<file path="config.mk">
export PLATFORM = sky130hd
export DESIGN_NAME = ysyx_22040237_exu_ctrl
export DESIGN_NICKNAME = d
export VERILOG_FILES = /design/src/rtl/ysyx_22040237_exu_ctrl_pkg.sv /design/src/rtl/ysyx_22040237_exu_wdog.sv /design/src/rtl/ysyx_22040237_exu_ctrl.sv
export SDC_FILE = /design/constraint.sdc
export NUM_CORES = 1
export LEC_CHECK = 0
export BUFFER_PORTS_ARGS = -buffer_cell sky130_fd_sc_hd__clkbuf_2
export CORE_AREA = 2 2 147 149
export DETAILED_ROUTE_END_ITERATION = 10
export DIE_AREA = 0 0 149 151
export SLEW_MARGIN = 20
export SYNTH_ARGS = -nofsm -noshare
export SYNTH_HDL_FRONTEND = slang
export SYNTH_SLANG_ARGS = --single-unit
</file>
<file path="constraint.sdc">
create_clock -name clk -period 4.2 [get_ports clk]
set_input_delay 0.84 -clock clk [delete_from_list [all_inputs] [get_ports clk]]
set_output_delay 0.84 -clock clk [all_outputs]
set_load 0.05 [all_outputs]
</file>
<file path="src/rtl/ysyx_22040237_exu_ctrl_pkg.sv">
// ysyx_22040237_exu_ctrl_pkg: shared EXU info-bus fields, halt causes and controller state encoding
package ysyx_22040237_exu_ctrl_pkg;
  localparam int EXU_INFO_W = 15;
  localparam logic [2:0] EXU_INFO_ALU = 3'd1;
  localparam logic [2:0] EXU_INFO_BJP = 3'd2;
  localparam logic [2:0] EXU_INFO_MDU = 3'd4;
  localparam int EXU_INFO_ALU_EBREAK = 14;
  localparam logic [1:0] HALT_NONE = 2'd0;
  localparam logic [1:0] HALT_EBREAK = 2'd1;
  localparam logic [1:0] HALT_INVALID = 2'd2;
  localparam logic [1:0] HALT_MDU_TO = 2'd3;
  localparam logic [2:0] ST_IDLE = 3'd0;
  localparam logic [2:0] ST_EXEC = 3'd1;
  localparam logic [2:0] ST_MDU_WAIT = 3'd2;
  localparam logic [2:0] ST_WB = 3'd3;
  localparam logic [2:0] ST_HALT = 3'd4;
  function automatic logic [2:0] exu_grp(input logic [EXU_INFO_W-1:0] info);
    return info[2:0];
  endfunction
endpackage

</file>
<file path="src/rtl/ysyx_22040237_exu_wdog.sv">
// ysyx_22040237_exu_wdog: 8-bit clear/enable cycle counter flagging MDU_TIMEOUT-1
module ysyx_22040237_exu_wdog #(
  parameter int MDU_TIMEOUT = 70
) (
  input  logic clk,
  input  logic rst,
  input  logic clr,
  input  logic en,
  output logic tc
);
  localparam logic [7:0] TC_VAL = 8'(MDU_TIMEOUT - 1);
  logic [7:0] cnt;
  always_ff @(posedge clk or negedge rst) begin
    if (!rst) cnt <= '0;
    else if (clr) cnt <= '0;
    else if (en) cnt <= cnt + 8'd1;
  end
  assign tc = cnt == TC_VAL;
endmodule

</file>
<file path="src/rtl/ysyx_22040237_exu_ctrl.sv">
// ysyx_22040237_exu_ctrl: IDU->EXU/MDU->WBU sequencing, PC redirect and halt control
module ysyx_22040237_exu_ctrl
  import ysyx_22040237_exu_ctrl_pkg::*;
#(
  parameter int MDU_TIMEOUT = 70
) (
  input  logic                  clk,
  input  logic                  rst,
  input  logic                  id_valid_i,
  output logic                  id_ready_o,
  input  logic                  id_rd_wr_en_i,
  input  logic [4:0]            id_rd_idx_i,
  input  logic [EXU_INFO_W-1:0] id_exu_info_bus_i,
  input  logic                  id_invalid_inst_i,
  output logic [EXU_INFO_W-1:0] exu_info_bus_o,
  output logic                  exu_rd_wr_en_o,
  output logic [4:0]            exu_rd_idx_o,
  input  logic [63:0]           alu_res_i,
  input  logic                  pc_jump_flag_i,
  input  logic [63:0]           pc_jump_addr_i,
  output logic                  mdu_start_o,
  input  logic                  mdu_done_i,
  input  logic [63:0]           mdu_res_i,
  output logic                  wb_valid_o,
  input  logic                  wb_ready_i,
  output logic                  wb_rd_wr_en_o,
  output logic [4:0]            wb_rd_idx_o,
  output logic [63:0]           wb_data_o,
  output logic                  redirect_valid_o,
  output logic [63:0]           redirect_pc_o,
  output logic                  halt_o,
  output logic [1:0]            halt_cause_o
);
  logic [2:0] state, nxt;
  logic [1:0] cause_nxt;
  logic tc, to_wb;
  ysyx_22040237_exu_wdog #(.MDU_TIMEOUT(MDU_TIMEOUT)) u_wdog (
    .clk(clk),
    .rst(rst),
    .clr(state != ST_MDU_WAIT),
    .en (state == ST_MDU_WAIT),
    .tc (tc)
  );
  always_comb begin
    nxt = ST_IDLE;
    case (state)
      ST_IDLE: nxt = !id_valid_i ? ST_IDLE
                   : (id_invalid_inst_i || id_exu_info_bus_i[EXU_INFO_ALU_EBREAK]) ? ST_HALT
                   : exu_grp(id_exu_info_bus_i) == EXU_INFO_MDU ? ST_MDU_WAIT : ST_EXEC;
      ST_EXEC: nxt = ST_WB;
      ST_MDU_WAIT: nxt = mdu_done_i ? ST_WB : tc ? ST_HALT : ST_MDU_WAIT;
      ST_WB: nxt = wb_ready_i ? ST_IDLE : ST_WB;
      ST_HALT: nxt = ST_HALT;
      default: nxt = ST_IDLE;
    endcase
  end
  assign cause_nxt = state == ST_MDU_WAIT ? HALT_MDU_TO : id_invalid_inst_i ? HALT_INVALID : HALT_EBREAK;
  assign to_wb = nxt == ST_WB && state != ST_WB;
  assign id_ready_o = state == ST_IDLE;
  always_ff @(posedge clk or negedge rst) begin
    if (!rst) begin
      state <= ST_IDLE;
      exu_info_bus_o <= '0;
      exu_rd_wr_en_o <= 1'b0;
      exu_rd_idx_o <= '0;
      mdu_start_o <= 1'b0;
      wb_valid_o <= 1'b0;
      wb_rd_wr_en_o <= 1'b0;
      wb_rd_idx_o <= '0;
      wb_data_o <= '0;
      redirect_valid_o <= 1'b0;
      redirect_pc_o <= '0;
      halt_o <= 1'b0;
      halt_cause_o <= HALT_NONE;
    end else begin
      state <= nxt;
      mdu_start_o <= state == ST_IDLE && nxt == ST_MDU_WAIT;
      wb_valid_o <= nxt == ST_WB;
      halt_o <= nxt == ST_HALT;
      if (state == ST_IDLE && id_valid_i) begin
        exu_info_bus_o <= id_exu_info_bus_i;
        exu_rd_wr_en_o <= id_rd_wr_en_i;
        exu_rd_idx_o <= id_rd_idx_i;
      end
      if (state == ST_EXEC) wb_data_o <= alu_res_i;
      if (state == ST_MDU_WAIT && mdu_done_i) wb_data_o <= mdu_res_i;
      // redirect is armed in EXEC so it becomes visible on the first WB cycle only
      if (state == ST_EXEC && exu_grp(exu_info_bus_o) == EXU_INFO_BJP && pc_jump_flag_i) begin
        redirect_pc_o <= pc_jump_addr_i;
        redirect_valid_o <= 1'b1;
      end
      if (state == ST_WB) redirect_valid_o <= 1'b0;
      if (to_wb) begin
        wb_rd_wr_en_o <= exu_rd_wr_en_o && exu_rd_idx_o != 5'd0;
        wb_rd_idx_o <= exu_rd_idx_o;
      end
      if (nxt == ST_HALT && state != ST_HALT) halt_cause_o <= cause_nxt;
    end
  end
endmodule

</file>
==> run metrics <==
outcome=complete, no violations; via count=5390; Multi-input gate area=2490 um2; Post-route DRC=0; clock share of power=16.0%; post-cts repair resize count=0; internal cell power=4.66 mW; largest net degree at the start of global routing=75; DR pass1 iterations=4; Die ar.=22500 um2; Unique masters post-synth=41; Setup CP Type=register to register; RSZ-0062 raised after global routing=no; CP max-delay cell=buf_4; setup_tns=0 ns; Pins Over Slew Limit=0; top-count cell post-synth=dfrtp_1; Max Used Layer=met4; Sw Pwr=4.92 mW; worst r2r src=state[0]; Nets=1086; Root Buffer=clkbuf_16; share of the synthesized area in the top cell type=61.8%; Synth area leader=dfrtp_1; worst-margin pin slew=0.723 ns; Post-DP Area=9140 um2; met3 WL=1.21 mm; register share of total power=29.8%; later-pin clock latency in the skew report=0.42 ns; fraction of power spent switching nets=51.4%; post-synthesis sequential area ratio=61.8%; I/O pins=382; Reg2Reg Depth=5; endpoints failing setup=0; cell area after synthesis=6960 um2; vias in the first global route=5388; # clock sinks=172; Combinational Power Share=54.1%; gpl congestion=0.746; Critical Path Sink Type=register; total congestion overflow=0; CP required=4.51 ns; port buffer count=381; Starting Density=33.4%; maximum vdd drop=566 uV; GRT Resource Usage Total=17.0%; CTS Buf Count=17; first-pass GRT wire length=29.2 mm; Final Critical Period=2.39 ns; Clock Path Buffers=2; detailed route wirelength on metal2=10.1 mm; most frequent CP cell=buf_4; Post-Syn Nets=711; critical path's top delay family=buffers and inverters; DR iter-0 viols=184; Inserted Diodes=0; WL per Instance=17.0 um; synth warn=0; fin area=9720 um2; Die Width=149 um; die height=151 um; Async SR Flop Fraction=100%; Detail Placement HPWL=14.9 mm; Routed Antenna Nets=0; met1 wire length=7.84 mm; hold_ws=0.440 ns; Avg Inst Size Synth=14.2 um2; #FFs+latches synth=172; depth of the CTS H-tree=4; CTS tree=yes; critical-path cell list=nor3b_4 -> buf_4 -> nor2_4 -> buf_4 -> a21o_1; PwrDens=985 nW/um2; Clock Skews=0.00708 ns; P&R area growth vs syn=39.6%; WL final=19.6 mm; relative slew slack=51.8%; CP arrival=2.71 ns; Post-Syn Instances=489; max-cap violation count=0; Startpoint Class=register; Synth area leaders=dfrtp_1, mux2_2, a22o_1; crit-path max FO=65; register area=4300 um2; buffer and inverter count on the worst path=2; Hold WC Path Type=primary input to async pin; synth cell count leaders=dfrtp_1, mux2_2, a21o_1, a22o_1, buf_2; clock transition at the registers of the reported paths=0.08 ns; cts hold-fix bufs=0; core box area=20800 um2; number of fill cells in the layout=1954; CP startpoint=state[0]; commonest register cell after synthesis=dfrtp_1; Post-CTS Repair Setup Buffers=0; Peak Freq=0.418 GHz; CP Depth=5; fraction of final layout cells with drive strength greater than 1=59.0%; leakage power=5.45 nW; initial antenna violation count=0; Hold Fails Final Rpt=0; final worst path period share=57.0%; Crit path largest cell delay=0.58 ns; vias per cell=4.68; row cnt=53; Post-synth EDFFs=0
cells in the final DEF, fill, tap and decap left out, drive strengths merged, types with 4 or more instances in the layout:
cell type  instances
clkinvlp           4
inv               11
buf                9
dfrtp            172
nand2              6
a21oi              9
a22o              64
a21o              64
o21ai              4
mux2              90
nor2               8
clkbuf           398
power by group through the flow:
stage,Combinational [mW],Clock (mW),Sequential [mW]
floorplan,1.41,0,5.39
global placement,5.22,0,2.87
detailed placement,5.24,0,2.89
CTS,5.25,1.59,2.86
global route,5.44,1.66,2.97
finish,5.18,1.54,2.86
final cells by class:
type | instances | area share [%]
sequential | 172 | 44.3
multi-input combinational | 280 | 25.6
timing repair buffer | 389 | 20.4
clock buffer | 18 | 4.52
clock inverter | 14 | 1.49
tap | 275 | 3.54
inverter | 4 | 0.154
state kept, by name, summed over array words and instances (netlist names):
name,flops
wb_valid_o,1
halt_cause_o,2
wb_data_o,64
mdu_start_o,1
wb_rd_idx_o,5
exu_rd_idx_o,5
u_wdog.cnt,8
halt_o,1
state,3
exu_rd_wr_en_o,1
redirect_valid_o,1
exu_info_bus_o,15
redirect_pc_o,64
wb_rd_wr_en_o,1
metrics by stage:
stage,power [mW],setup slack [ns],instances,util (%)
3_5_place_dp,8.13,1.55,1120,43.9
4_1_cts,9.70,1.79,1152,46.7
6_report,9.58,1.81,1152,46.7
3_3_place_gp,8.08,1.63,1120,43.9
5_1_grt,10.1,1.63,1152,46.7
2_1_floorplan,6.81,1.74,489,-
per-layer routing:
| layer | GRT usage (%) | vias to the layer above |
|---|---|---|
| li1 | - | 2560 |
| met1 | 19.7 | 2609 |
| met2 | 30.1 | 191 |
| met3 | 4.49 | 30 |
| met4 | 6.52 | 0 |
| met5 | 0 | - |
final timing paths:
kind,endpoint,slack (ns)
max,wb_data_o[0],1.81
min,redirect_pc_o[49],0.44
max reg2reg,wb_data_o[0],1.81
min reg2reg,wb_data_o[31],0.47
max in group asynchronous,wb_data_o[26],2.77
min in group clk,wb_data_o[31],0.47
kinds of logic after synthesis:
| family | count (synthesis) | synth area share (%) |
|---|---|---|
| adder cells (fa/ha/maj) | 2 | 0.359 |
| XOR/XNOR | 3 | 0.377 |
| AO/OA/AOI/OAI | 148 | 16.6 |
| multiplexers | 91 | 14.7 |
| flip-flops | 172 | 61.8 |
| buffers and inverters | 37 | 2.61 |
| AND/OR/NAND/NOR | 36 | 3.52 |
Note: power is estimated with default switching activity, not from simulation.
